===== src/rtl/prog_loader.sv =====
// rtl/prog_loader.sv - instruction memory program loader with CPU reset and run-budget control
module prog_loader #(
   parameter int ADDR_WIDTH    = 4,
   parameter int INSTR_WIDTH   = 8,
   parameter int RUN_WIDTH     = 16,
   parameter int SETTLE_CYCLES = 2
) (
   input  logic                   clk,
   input  logic                   reset,
   input  logic                   load_start,
   input  logic                   abort,
   input  logic [ADDR_WIDTH-1:0]  load_base,
   input  logic [ADDR_WIDTH:0]    load_count,
   input  logic [RUN_WIDTH-1:0]   run_cycles,
   input  logic                   in_valid,
   input  logic [INSTR_WIDTH-1:0] in_data,
   output logic                   in_ready,
   input  logic [ADDR_WIDTH-1:0]  cpu_pc,
   output logic [ADDR_WIDTH-1:0]  mem_addr,
   output logic                   mem_we,
   output logic [INSTR_WIDTH-1:0] mem_wdata,
   output logic                   cpu_reset,
   output logic                   prog_enable,
   output logic                   busy,
   output logic                   done,
   output logic                   error
);

   localparam int SETW = (SETTLE_CYCLES > 1) ? $clog2(SETTLE_CYCLES) : 1;
   localparam logic [SETW-1:0]       SETTLE_LAST = SETW'(SETTLE_CYCLES - 1);
   localparam logic [ADDR_WIDTH:0]   DEPTH_W     = {1'b1, {ADDR_WIDTH{1'b0}}};
   localparam logic [ADDR_WIDTH:0]   ONE_WORD    = {{ADDR_WIDTH{1'b0}}, 1'b1};
   localparam logic [RUN_WIDTH-1:0]  ONE_RUN     = {{(RUN_WIDTH-1){1'b0}}, 1'b1};

   typedef enum logic [1:0] {S_IDLE, S_LOAD, S_SETTLE, S_RUN} state_t;

   state_t                 state_q, state_d;
   logic [ADDR_WIDTH-1:0]  wr_addr_q, wr_addr_d;
   logic [ADDR_WIDTH:0]    words_left_q, words_left_d;
   logic [RUN_WIDTH-1:0]   run_cnt_q, run_cnt_d;
   logic [RUN_WIDTH-1:0]   budget_q, budget_d;
   logic [SETW-1:0]        settle_cnt_q, settle_cnt_d;
   logic                   done_q, done_d;
   logic                   error_q, error_d;
   logic                   launch;
   logic                   handshake;

   assign cpu_reset   = (state_q != S_RUN);
   assign prog_enable = (state_q == S_IDLE) || (state_q == S_LOAD);
   assign in_ready    = (state_q == S_LOAD);
   assign busy        = (state_q != S_IDLE);
   assign done        = done_q;
   assign error       = error_q;
   assign handshake   = in_valid && in_ready;
   assign mem_we      = handshake;
   assign mem_wdata   = in_data;
   assign mem_addr    = prog_enable ? wr_addr_q : cpu_pc;

   always_comb begin
      state_d      = state_q;
      wr_addr_d    = wr_addr_q;
      words_left_d = words_left_q;
      run_cnt_d    = run_cnt_q;
      budget_d     = budget_q;
      settle_cnt_d = settle_cnt_q;
      done_d       = 1'b0;
      error_d      = error_q;
      launch       = 1'b0;

      case (state_q)
         S_IDLE: begin
            launch = load_start;
         end
         S_LOAD: begin
            if (load_start) error_d = 1'b1;
            if (handshake) begin
               wr_addr_d    = wr_addr_q + 1'b1;
               words_left_d = words_left_q - ONE_WORD;
               if (words_left_q == ONE_WORD) begin
                  state_d      = S_SETTLE;
                  settle_cnt_d = '0;
               end
            end
         end
         S_SETTLE: begin
            if (load_start) error_d = 1'b1;
            if (settle_cnt_q == SETTLE_LAST) begin
               state_d   = S_RUN;
               run_cnt_d = '0;
            end else begin
               settle_cnt_d = settle_cnt_q + 1'b1;
            end
         end
         S_RUN: begin
            run_cnt_d = run_cnt_q + ONE_RUN;
            if (load_start) begin
               launch = 1'b1;
            end else if ((budget_q != '0) && (run_cnt_q == budget_q - ONE_RUN)) begin
               state_d = S_IDLE;
               done_d  = 1'b1;
            end
         end
         default: state_d = S_IDLE;
      endcase

      // Abort wins over a coincident load_start, so no parameters are latched
      if (launch && !abort) begin
         wr_addr_d    = load_base;
         budget_d     = run_cycles;
         settle_cnt_d = '0;
         if (load_count > DEPTH_W) begin
            words_left_d = DEPTH_W;
            error_d      = 1'b1;
         end else begin
            words_left_d = load_count;
         end
         state_d = (load_count == '0) ? S_SETTLE : S_LOAD;
      end

      if (abort) begin
         state_d = S_IDLE;
         done_d  = 1'b0;
      end
   end

   always_ff @(posedge clk or posedge reset) begin
      if (reset) begin
         state_q      <= S_IDLE;
         wr_addr_q    <= '0;
         words_left_q <= '0;
         run_cnt_q    <= '0;
         budget_q     <= '0;
         settle_cnt_q <= '0;
         done_q       <= 1'b0;
         error_q      <= 1'b0;
      end else begin
         state_q      <= state_d;
         wr_addr_q    <= wr_addr_d;
         words_left_q <= words_left_d;
         run_cnt_q    <= run_cnt_d;
         budget_q     <= budget_d;
         settle_cnt_q <= settle_cnt_d;
         done_q       <= done_d;
         error_q      <= error_d;
      end
   end

endmodule

===== config.mk =====
export PLATFORM = sky130hd
export DESIGN_NAME = prog_loader
export DESIGN_NICKNAME = d
export VERILOG_FILES = /design/src/rtl/prog_loader.sv
export SDC_FILE = /design/constraint.sdc
export NUM_CORES = 1
export LEC_CHECK = 0
export CORE_AREA = 3 3 93 73
export DETAILED_ROUTE_END_ITERATION = 10
export DIE_AREA = 0 0 96 76
export DONT_BUFFER_PORTS = 1
export MAX_ROUTING_LAYER = met4
export PLACE_DENSITY = 0.68
export RECOVER_POWER = 50
export SYNTH_ARGS = -nofsm -noshare
export SYNTH_HDL_FRONTEND = slang
export SYNTH_SLANG_ARGS = --single-unit

===== constraint.sdc =====
create_clock -name clk -period 2.65 [get_ports clk]
set_clock_uncertainty 0.15 [all_clocks]
set_input_delay 0.53 -clock clk [delete_from_list [all_inputs] [get_ports clk]]
set_output_delay 0.53 -clock clk [all_outputs]
set_load 0.01 [all_outputs]

==> impl_metrics.csv, run 1 <==
group,metric,value,unit
outcome,status,"complete, no violations",
critical_path,cp.arrival,1810,ps
detailed_routing,vias_per_cell,5.57,
floorplanning,initial_core_util,0.516,
hold_path,hp-class,"in -> reg",
synth,yosysWarningCount,0,
grt,grt_pass1_wl,11.1,mm
critical_path,crit_fanout,5,
detailed_routing,first_iter_violations,156,
critical_path,end_kind,"output port",
job,drv_cap,0,
power_and_ir_drop,pwr-share-seq,0.366,
synth,ys_top_cells_by_count,"nand2_1 (66), dfrtp_1 (46), nor2_1 (33), xor2_1 (23), xnor2_1 (19)",
grt,grt_usage,0.197,
final_layout,finalCoreUtilization,0.560,
synth,netlist.area_leader.share,0.381,
detailed_routing,dr.pass1.iters,4,
grt,gr-usage-met3,0.0395,
place,io_buffers,0,
clocking,cts_tree,"yes",
synth,yosys.cell_types.count,50,
critical_path,slowest_delay,430,ps
critical_path,start_kind,"flop",
synth,synth_compound_area_frac,0.0945,
detailed_routing,wl,6.58,mm
timing,fin_hold_ws,120,ps
floorplanning,die_w,96,um
synth,postSynthCellCount,344,
timing,slew_viol_final,0,
detailed_routing,wl_per_cell,15.3,um
final_layout,fillers,556,
final_layout,area_growth,8.62,%
detailed_routing,drc,0,
timing,finalWorstSetupSlack,161,ps
grt,grt_util_met2,0.244,
synth,synth_top_cell_by_area,"dfrtp_1",
synth,synth_area_per_cell,8.78,um2
grt,grt_max_degree,33,
timing,relSlewSlack,0.0757,
power_and_ir_drop,leakagePower,1.42,nW
power_and_ir_drop,swShare,0.439,
synth,synth_most_common_cell,"nand2_1",
grt,antenna_found_initial,0,
synth,synth_xor_area_frac,0.122,
critical_path,worstPathCellList,"inv_1, ha_1, nor2_2, mux2_2",
power_and_ir_drop,power.density,1010,nW/um2
place,pre_cts_ws,-34.7,ps
critical_path,cp.required,1970,ps
clocking,clock_sinks,46,
synth,synth_top_family_by_area,"simple AND/OR/NAND/NOR gates",
grt,grt_pass1_vias,2247,
synth,netlist_area,3020,um2
power_and_ir_drop,internal_power,1.87,mW
floorplanning,die_y,76,um
detailed_routing,ant_nets,0,
detailed_routing,num_vias,2389,
critical_path,critical_path_class,"reg -> out",
clocking,clkTransAtPathRegs,90,ps
clocking,insertion_delay,300,ps
final_layout,antennaDiodeCount,0,
grt,use_met1,0.322,
floorplanning,die_area,7300,um2
synth,ys_top_cells_by_area,"dfrtp_1 (38%), nand2_1 (8.2%), xor2_1 (6.7%)",
clocking,numCtsBuffers,5,
power_and_ir_drop,p_sw,1.46,mW
timing,finalHoldViolCount,0,
synth,synth_flop_cell,"dfrtp_1",
floorplanning,ios,61,
synth,synthAdderAreaFrac,0.0497,
place,place_congestion,0.955,
timing,period_needed,2490,ps
synth,async_reset_ff_frac,1.00,
timing,tightestPinTransition,1390,ps
timing,timing.setup.tns,0,ps
timing,setup_viol,0,
power_and_ir_drop,total_power,3.33,mW
power_and_ir_drop,irDropWorstVdd,0.523,mV
timing,min_period_over_period,0.939,
clocking,clock-root-buffer,"clkbuf_8",
floorplanning,row_count,24,
synth,synth_edf_count,0,
floorplanning,core,5860,um2
grt,grt_busiest_layer,"met1",
synth,synth-seq-cells,46,
clocking,htree_levels,2,
clocking,cts_buffer_depth,2,
synth,synthSimpleGateAreaFrac,0.267,
synth,syn_nets,398,
final_layout,final_nets,404,
power_and_ir_drop,clockPowerShare,0.136,
synth,synth_mux_area_frac,0.0274,
critical_path,cpMaxStageDelayCell,"dfrtp_1",
grt,gr-total-overflow,0,
final_layout,drive_gt1_frac,0.148,
power_and_ir_drop,combinationalPowerShare,0.498,
place,dp_hpwl,5.01,mm
timing,fmax,0.402,GHz
synth,ys_seq_area_frac,0.381,
==> power by group through the flow <==
stage                     Combinational, mW  Sequential, mW  Clock (mW)
final                                  1.66            1.22       0.453
after CTS                              1.56            1.21       0.468
after global routing                   1.85            1.25       0.505
after floorplan                        1.29            1.10           0
after global placement                 1.48            1.21           0
after detailed placement               1.52            1.22           0
==> cells in the final DEF (no fill, tap or decap), drive strengths merged, types with 3 or more instances in the layout <==
cell / n
nand2: 66
nor4: 8
clkbuf: 7
o21ai: 17
ha: 12
nor2: 33
nand4: 9
inv: 15
a21oi: 6
xor2: 23
a211oi: 3
nor3b: 3
nand2b: 3
nand3b: 4
nand3: 11
mux2: 7
a31o: 3
xnor2: 19
nor2b: 3
a31oi: 3
buf: 16
dfrtp: 46
nor3: 9
==> registers in the layout, summed over array words and instances, names as in the netlist <==
| name | cells |
|---|---|
| run_cnt_q | 16 |
| budget_q | 16 |
| error | 1 |
| settle_cnt_q | 1 |
| wr_addr_q | 4 |
| state_q | 2 |
| words_left_q | 5 |
| done | 1 |
==> final timing paths <==
check,cells past startpoint,slack [ps],end,startpoint
max,4,160,mem_addr[3],state_q[0]
min,1,120,state_q[1],abort
max in group asynchronous,3,350,budget_q[0],reset
min reg2reg,1,380,error,error
min in group asynchronous,2,380,settle_cnt_q,reset
max reg2reg,9,170,state_q[1],budget_q[2]
==> timing repair <==
item                                    CTS  global route
hold buffers                              1             0
buffers inserted                          1             4
endpoints found under the hold margin     2             0
gates cloned                              0             0
pin swaps                                 0             4
resized for setup                         0             8
endpoints found under the setup margin    2             6
==> area by class of cell <==
type                       instances  area, um2  share of cell area
timing repair buffer              19        150              0.0458
multi-input combinational        263       1730               0.527
sequential                        46       1150               0.351
clock inverter                     3       25.0             0.00763
tap                               78       97.6              0.0298
clock buffer                       5       68.8              0.0210
inverter                          15       56.3              0.0172
==> per-stage QoR <==
stage                     std cells  cell area, um2
after global placement          415            3100
after CTS                       425            3220
final                           429            3280
after floorplan                 344            3020
after detailed placement        415            3100
after global routing            429            3280
==> cell families after synthesis <==
| kind of cell | after synthesis |
|---|---|
| adders and majority gates | 12 |
| and+or+nand+nor | 159 |
| muxes | 7 |
| DFF | 46 |
| buffers and inverters | 35 |
| AOI/OAI and AO/OA | 43 |
| xor gates and xnor gates | 42 |
==> critical path: cells and delay by family, from the launching register on <==
kind          cells  cell delay (ps)
simple gates      1              290
flops             1              430
fa+ha+maj         1              240
mux               1              410
buf+inv           1              120
==> routing by layer <==
| metal | up-vias | wire (um) |
|---|---|---|
| met1 | 1142 | 3420 |
| met5 | - | 0 |
| met4 | 0 | 65 |
| met2 | 60 | 2680 |
| met3 | 11 | 415 |
| li1 | 1176 | - |
Power figures use the tool's default switching activity.
==> inputs of run 2 (changes only) <==
- CORE_AREA: 3 3 93 73 -> 2 2 92 72
- DIE_AREA: 0 0 96 76 -> 0 0 94 74
- HOLD_SLACK_MARGIN: unset -> 0.03
- PLACE_DENSITY: 0.68 -> 0.8
==> run 2 against run 1 <==
  * Sequential cell count unchanged
  * Critical path depth increased by 8
  * Critical endpoint is now state_q[0]
  * Clock power increased by 15%
==> impl_metrics.csv, run 2 (synthesis gave the netlist of run 1 again) <==
group,metric,value,unit
outcome,status,"complete, no violations",
grt,gr-total-overflow,0,
power_and_ir_drop,leakagePower,1.45,nW
grt,grt_usage,0.203,
detailed_routing,vias_per_cell,5.60,
critical_path,cp.required,2740,ps
floorplanning,initial_core_util,0.495,
clocking,numCtsBuffers,5,
timing,period_needed,2620,ps
place,dpl_cell_area,3080,um2
final_layout,top_regs,"budget_q x16, run_cnt_q x16, words_left_q x5",
critical_path,r2r-end,"state_q[0]",
floorplanning,die_w,94,um
detailed_routing,ant_nets,0,
final_layout,area_growth,10.6,%
hold_path,hold_start,"abort",
timing,slew_viol_final,0,
power_and_ir_drop,irDropWorstVdd,0.809,mV
detailed_routing,wl_per_cell,15.8,um
place,place_congestion,0.853,
grt,grt_pass1_vias,2232,
job,drv_cap,0,
critical_path,cp.arrival,2710,ps
detailed_routing,first_iter_violations,263,
timing,fmax,0.381,GHz
critical_path,reg2regPathDepth,12,
critical_path,start_kind,"flop",
timing,tightestPinTransition,803,ps
floorplanning,ios,61,
place,dp_hpwl,4.95,mm
final_layout,drive_gt1_frac,0.161,
floorplanning,die_area,6960,um2
place,io_buffers,0,
grt,grt_pass1_wl,10.8,mm
hold_path,min_path_cells,1,
timing,relSlewSlack,0.464,
clocking,insertion_delay,300,ps
critical_path,cp-endpoint,"state_q[0]",
timing,finalHoldViolCount,0,
detailed_routing,drc,0,
grt,antenna_found_initial,0,
critical_path,end_kind,"flop",
hold_path,hp-class,"in -> reg",
critical_path,critical_path_class,"reg -> reg",
floorplanning,core,6100,um2
clocking,cts_tree,"yes",
final_layout,antennaDiodeCount,0,
critical_path,r2r_slack,30,ps
detailed_routing,dr.pass1.iters,4,
final_layout,layout_common_cells,"nand2_1 (66), dfrtp_1 (44), nor2_1 (31), xor2_1 (23), xnor2_1 (18)",
critical_path,timing.rr.start,"budget_q[0]",
grt,grt_max_degree,33,
power_and_ir_drop,power.density,1050,nW/um2
clocking,clkTransAtPathRegs,80,ps
detailed_routing,num_vias,2429,
clocking,clock_sinks,46,
floorplanning,row_count,25,
clocking,cts_buffer_depth,2,
floorplanning,die_y,74,um
timing,setup_viol,0,
critical_path,crit_fanout,6,
final_layout,final_common_cell,"nand2_1",
final_layout,fin_area,3340,um2
critical_path,cp-startpoint,"budget_q[0]",
clocking,htree_levels,2,
timing,min_period_over_period,0.989,
final_layout,final_nets,406,
clocking,clock-root-buffer,"clkbuf_8",
detailed_routing,wl,6.88,mm
timing,timing.setup.tns,0,ps
-- run 2: layout make-up --
| cell class | count | area [um2] |
|---|---|---|
| Fill cell | 529 | 2760 |
| Inverter | 15 | 56.3 |
| Tap cell | 81 | 101 |
| Clock buffer | 6 | 72.6 |
| Timing Repair Buffer | 21 | 165 |
| Multi-Input combinational cell | 263 | 1750 |
| Clock inverter | 2 | 37.5 |
| Sequential cell | 46 | 1150 |
-- run 2: repair_timing --
item	in CTS	in global routing
pin swaps	0	7
endpoints found under the hold margin	20	0
hold buffers	1	0
gates resized for setup	0	15
buffers inserted	2	8
setup endpoints to repair	2	6
-- run 2: routing by layer --
metal | wire [um] | share of wire | track usage | vias up
li1 | - | - | - | 1179
met1 | 3230 | 0.47 | 0.300 | 1146
met2 | 3110 | 0.45 | 0.281 | 93
met3 | 457 | 0.066 | 0.0456 | 11
met4 | 80 | 0.012 | 0.0515 | 0
met5 | 0 | 0 | - | -
-- run 2: how the worst min path moves through the flow --
stage                   end  slack (ps)
2_1_floorplan  budget_q[14]         340
3_3_place_gp   settle_cnt_q         300
3_5_place_dp   settle_cnt_q         310
4_1_cts          state_q[1]         120
5_1_grt          state_q[1]         110
6_report         state_q[1]         130
-- run 2: worst max-delay path, stage by stage (launching register included) --
cell and delay [ps]:
dfrtp_2 440, inv_2 100, ha_4 140, nor3b_4 210, buf_6 150, buf_4 110
o21ai_0 70, nor4bb_2 190, a31o_2 230, o2bb2ai_2 180, o21bai_1 120, a211oi_1 320
a31o_2 160
-- run 2: metrics by stage --
| step | hold WS (ps) | cells | utilization | total power [mW] | worst slack (ps) |
|---|---|---|---|---|---|
| floorplan | 338 | 344 | - | 2.38 | 159 |
| global placement | 299 | 415 | 0.505 | 2.66 | 81.6 |
| detailed placement | 305 | 415 | 0.505 | 2.72 | -19.8 |
| CTS | 121 | 426 | 0.527 | 3.27 | 29.2 |
| global route | 112 | 434 | 0.547 | 3.76 | -113 |
| finish | 129 | 434 | 0.547 | 3.50 | 28.7 |
-- run 2: power by group --
group          switching (mW)  internal (mW)  total, mW
Combinational           0.931          0.814       1.75
Clock                   0.241          0.282      0.523
Sequential              0.331          0.906       1.24
Total                    1.50           2.00       3.50
